==> config.mk <==
export PLATFORM = sky130hd
export DESIGN_NAME = ram_n
export DESIGN_NICKNAME = d
export VERILOG_FILES = /design/src/rtl/ram_n_pkg.sv /design/src/rtl/ram_n_register.sv /design/src/rtl/ram_n.sv
export SDC_FILE = /design/constraint.sdc
export NUM_CORES = 1
export LEC_CHECK = 0
export BUFFER_PORTS_ARGS = -buffer_cell sky130_fd_sc_hd__buf_2
export CAP_MARGIN = 20
export CORE_MARGIN = 2
export CORE_UTILIZATION = 39
export CTS_CLUSTER_DIAMETER = 80
export DETAILED_ROUTE_END_ITERATION = 16
export GPL_ROUTABILITY_DRIVEN = 0
export GPL_TIMING_DRIVEN = 0
export SYNTH_ARGS = -nofsm -noshare
export SYNTH_HDL_FRONTEND = slang
export SYNTH_SLANG_ARGS = --single-unit
export TNS_END_PERCENT = 10
==> constraint.sdc <==
create_clock -name clk -period 1.85 [get_ports clk]
set_input_delay 0.0925 -clock clk [delete_from_list [all_inputs] [get_ports clk]]
set_output_delay 0.0925 -clock clk [all_outputs]
set_load 0.05 [all_outputs]
==> src/rtl/ram_n_pkg.sv <==
// rtl/ram_n_pkg.sv - shared constants for the ram_n register-file memory
package ram_n_pkg;

    localparam int DEFAULT_WIDTH  = 16;
    localparam int DEFAULT_ADDR_W = 3;

    // Word count is always a full power of two, so every address is in range.
    function automatic int ram_depth(input int addr_w);
        return 1 << addr_w;
    endfunction

    localparam int DEFAULT_DEPTH = ram_depth(DEFAULT_ADDR_W);

endpackage

==> src/rtl/ram_n_register.sv <==
// rtl/ram_n_register.sv - WIDTH-bit storage register with load and synchronous reset
module register_n
    import ram_n_pkg::*;
#(
    parameter int WIDTH = DEFAULT_WIDTH
) (
    input  logic             clk,
    input  logic             rst,
    input  logic             load_i,
    input  logic [WIDTH-1:0] d_i,
    output logic [WIDTH-1:0] q_o
);

    logic [WIDTH-1:0] data_q;
    logic [WIDTH-1:0] data_d;

    always_comb begin
        data_d = load_i ? d_i : data_q;
    end

    always_ff @(posedge clk) begin
        if (rst) begin
            data_q <= '0;
        end else begin
            data_q <= data_d;
        end
    end

    assign q_o = data_q;

endmodule

==> src/rtl/ram_n.sv <==
// rtl/ram_n.sv - one-write two-read register-file memory with distinct-write counter
module ram_n
    import ram_n_pkg::*;
#(
    parameter int WIDTH  = DEFAULT_WIDTH,
    parameter int ADDR_W = DEFAULT_ADDR_W
) (
    input  logic              clk,
    input  logic              rst,
    input  logic [WIDTH-1:0]  in,
    input  logic              load,
    input  logic [ADDR_W-1:0] addr_w,
    input  logic [ADDR_W-1:0] addr_a,
    input  logic [ADDR_W-1:0] addr_b,
    output logic [WIDTH-1:0]  out_a,
    output logic [WIDTH-1:0]  out_b,
    output logic [ADDR_W:0]   wr_count
);

    localparam int DEPTH = ram_depth(ADDR_W);

    logic [DEPTH-1:0] wr_sel;
    logic [WIDTH-1:0] word_q [DEPTH];
    logic [DEPTH-1:0] written_q;
    logic [DEPTH-1:0] written_d;
    logic [ADDR_W:0]  count_q;
    logic [ADDR_W:0]  count_d;

    always_comb begin
        wr_sel = '0;
        if (load) begin
            wr_sel[addr_w] = 1'b1;
        end
    end

    for (genvar i = 0; i < DEPTH; i++) begin : g_word
        register_n #(.WIDTH(WIDTH)) u_word (
            .clk    (clk),
            .rst    (rst),
            .load_i (wr_sel[i]),
            .d_i    (in),
            .q_o    (word_q[i])
        );
    end

    // Only a first write to a word counts, so the count saturates at DEPTH naturally.
    always_comb begin
        written_d = written_q | wr_sel;
        count_d   = count_q;
        if (load && !written_q[addr_w]) begin
            count_d = count_q + (ADDR_W+1)'(1);
        end
    end

    always_ff @(posedge clk) begin
        if (rst) begin
            written_q <= '0;
            count_q   <= '0;
        end else begin
            written_q <= written_d;
            count_q   <= count_d;
        end
    end

    always_comb begin
        out_a = '0;
        out_b = '0;
        for (int i = 0; i < DEPTH; i++) begin
            if (addr_a == ADDR_W'(i)) out_a = word_q[i];
            if (addr_b == ADDR_W'(i)) out_b = word_q[i];
        end
    end

    assign wr_count = count_q;

endmodule
==> run_results.csv <==
group,metric,value,unit
drt,dr.pass1.iters,5,
logic_synthesis,synth.area.top_cells,"dfxtp_1 39%, nand2_1 15%, a21oi_1 10%",
logic_synthesis,synthesis.nets,995,
finish,diodes,0,
placed_design,placedCellCount,1236,
pwr,p_sw_share,27.4,%
logic_synthesis,synth_top_family_by_area,"compound AO/OA/AOI/OAI gates",
global_route,grt-ovfl-total,0,
timing,setup_viol,0,
floorplanning,core_area,0.0180,mm²
run_status,status,"finished clean",
drt,vias,6959,
logic_synthesis,synth_top_area_share,39.1,%
critical_path,cp_max_fo,4,
floorplanning,start_util,39.8,%
job,maxCapViolations,0,
drt,detail-route-antenna-nets,0,
logic_synthesis,netlist_area,0.00717,mm²
floorplanning,rows,49,
timing,tns,0,ns
pwr,clockPowerShare,47.3,%
clock_network,cts_tree,"built",
clock_network,htree_levels,4,
drt,drcViolationCount,0,
critical_path,critical_path_arrival,1.74,ns
drt,drt_iter0_markers,433,
finish,drive_gt1_share,16.3,%
finish,finish.utilization,47.8,%
logic_synthesis,synthCells,966,
critical_path,startpoint_type,"register",
logic_synthesis,avgSynthCellArea,7.42,µm²
logic_synthesis,synth.distinct_cells,28,
global_route,grt_max_degree,17,
global_route,grt_pass1_vias,6288,
logic_synthesis,synth_mux_area_share,7.94,%
clock_network,insertion_delay,0.43,ns
clock_network,cts.sinks,140,
timing,fmax,547,MHz
logic_synthesis,synth-main-ff-cell,"dfxtp_1",
global_route,grt_pass1_wl,36.7,mm
worst_hold_path,min_path_cells,3,
clock_network,post-cts-setup-buffer-count,0,
logic_synthesis,synth_commonest_cells,"295 x nand2_1, 146 x a21oi_1, 140 x dfxtp_1",
timing,holdWs,0.00878,ns
critical_path,reg2regPathDepth,4,
logic_synthesis,synthArstFlopShare,0,%
placed_design,hpwlAfterDp,18.3,mm
drt,vias_per_cell,5.45,
finish,layout.nets,1064,
pwr,power_switching,2.19,mW
logic_synthesis,synth_fa_ha_area_share,0.175,%
floorplanning,die_w,140,µm
timing,clock_skew,0.00124,ns
logic_synthesis,synthSimpleGateAreaFrac,20.9,%
logic_synthesis,netlist.top_cell.by_area,"dfxtp_1",
pwr,p_leak,3.13,nW
pwr,ir_drop,0.689,mV
drt,wire_per_inst,18.5,µm
critical_path,end_kind,"output port",
critical_path,required,1.76,ns
timing,tightest_slew,0.780,ns
drt,drt_wl_total,23.7,mm
logic_synthesis,synth-xor-area-share,0,%
timing,slew_violations,0,
finish,syn_to_final_growth,20.3,%
timing,final.period_utilization,98.9,%
timing,slew_headroom,47.8,%
clock_network,cts.clk_slew.worst_paths,0.06,ns
logic_synthesis,ys_warn_count,0,
floorplanning,design.die.area,0.0195,mm²
logic_synthesis,yosysMostFrequentCell,"nand2_1",
logic_synthesis,synth-compound-area-share,26.2,%
floorplanning,die_y,140,µm
timing,hold_violations,0,
pwr,internal-power,5.82,mW
timing,fin_crit,1.83,ns
timing,rsz0062_at_grt,"true",
pwr,power,8.02,mW
critical_path,path_class,"register to output port",
worst_hold_path,hp-class,"input pin to register",
global_route,antenna_found_initial,0,
clock_network,cts_buffer_depth,2,
pwr,powerDensity,930,mW/mm²
pwr,p_comb_share,13.4,%
global_route,grt_usage,24.0,%
logic_synthesis,ys_ff_latch,140,
clock_network,cts-root-buf,"clkbuf_16",
placed_design,io_buffers,41,
logic_synthesis,yosysSeqAreaShare,39.1,%
logic_synthesis,synth-edff-count,0,
pwr,sequentialPowerShare,39.2,%
clock_network,numCtsBuffers,17,
finish,instances_no_fill,1277,
floorplanning,ios,64,
## layout by cell type (no fill, tap or decap), drive strengths merged
cell,synthesis,layout
mux2i,49,49
o221a,16,16
clkbuf,60,76
inv,1,1
mux4,1,1
a221oi,16,16
o31a,16,16
a2bb2oi,32,32
and3,1,1
a22oi,32,32
nor2b,12,12
a21oi,146,146
mux2,5,5
nand4,2,2
nor3,2,2
nand2,295,295
nand2b,5,5
clkinv,0,8
o21ai,34,34
ha,1,1
nand3,4,4
clkinvlp,0,1
and2,1,1
or3,2,2
dlygate4sd3,0,10
nor2,56,56
buf,37,79
bufinv,0,5
dfxtp,140,140
## area by class of cell
class | count | area [µm²]
clock buffer | 18 | 429
fill | 1842 | 9400
inverter | 1 | 3.75
tap | 229 | 287
clock inverter | 14 | 220
timing repair buffer | 51 | 378
sequential | 140 | 2810
buffer | 96 | 439
multi-input combinational | 728 | 4060
## path summary, 6_finish.rpt
| kind | from | to | slack, ns |
|---|---|---|---|
| worst max-delay path | g_word[2].u_word.q_o[14] | out_b[14] | 0.02 |
| worst min-delay path | in[6] | g_word[7].u_word.q_o[6] | 0.009 |
| worst max register to register | written_q[7] | wr_count[0] | 0.09 |
| worst min register to register | written_q[5] | written_q[5] | 0.47 |
## stage by stage
step / worst slack [ns] / cell area, µm²
6_report: 0.0211 / 8620
5_1_grt: -0.0709 / 8620
4_1_cts: -0.00451 / 8490
3_5_place_dp: -0.299 / 7660
3_3_place_gp: -0.301 / 7660
2_1_floorplan: -0.306 / 7170
## power by group through the flow
| stage | Combinational [mW] | Clock [mW] | Sequential [mW] |
|---|---|---|---|
| 2_1_floorplan | 0.715 | 0 | 3.21 |
| 3_3_place_gp | 0.994 | 0 | 3.21 |
| 3_5_place_dp | 1.00 | 0 | 3.21 |
| 4_1_cts | 1.04 | 3.82 | 3.14 |
| 5_1_grt | 1.15 | 3.94 | 3.15 |
| 6_report | 1.08 | 3.80 | 3.15 |
## per-layer routing
metal	GRT usage (%)	share of wire [%]
met5	0	0
met4	6.53	1.4
met3	4.54	6.1
met2	37.4	45
met1	34.2	47
## state kept, by name, summed over array words and instances, names as in the netlist
| signal | flops |
|---|---|
| g_word.u_word.q_o | 128 |
| written_q | 8 |
| wr_count | 4 |
## worst max-delay path, cell delays in order (launching register included)
cell and delay [ns]:
dfxtp_1 0.34, mux2i_1 0.20, a2bb2oi_2 0.16, nor2_1 0.08
o31a_1 0.30, buf_2 0.22
## what timing repair did
action                                  4_1_cts  5_1_grt
hold buffers                                 10        0
hold endpoints to repair                     49        0
endpoints found under the setup margin       30       40
resized for setup                            43       55
## cells by family (layout without fill, tap and decap cells)
| group | count (synthesis) | after routing |
|---|---|---|
| AO/OA/AOI/OAI | 292 | 292 |
| adder cells (fa/ha/maj) | 1 | 1 |
| buffers and inverters | 98 | 180 |
| flip-flops | 140 | 140 |
| multiplexers | 55 | 55 |
| AND/OR/NAND/NOR | 380 | 380 |
No activity file was read; power rests on OpenSTA's default activity.
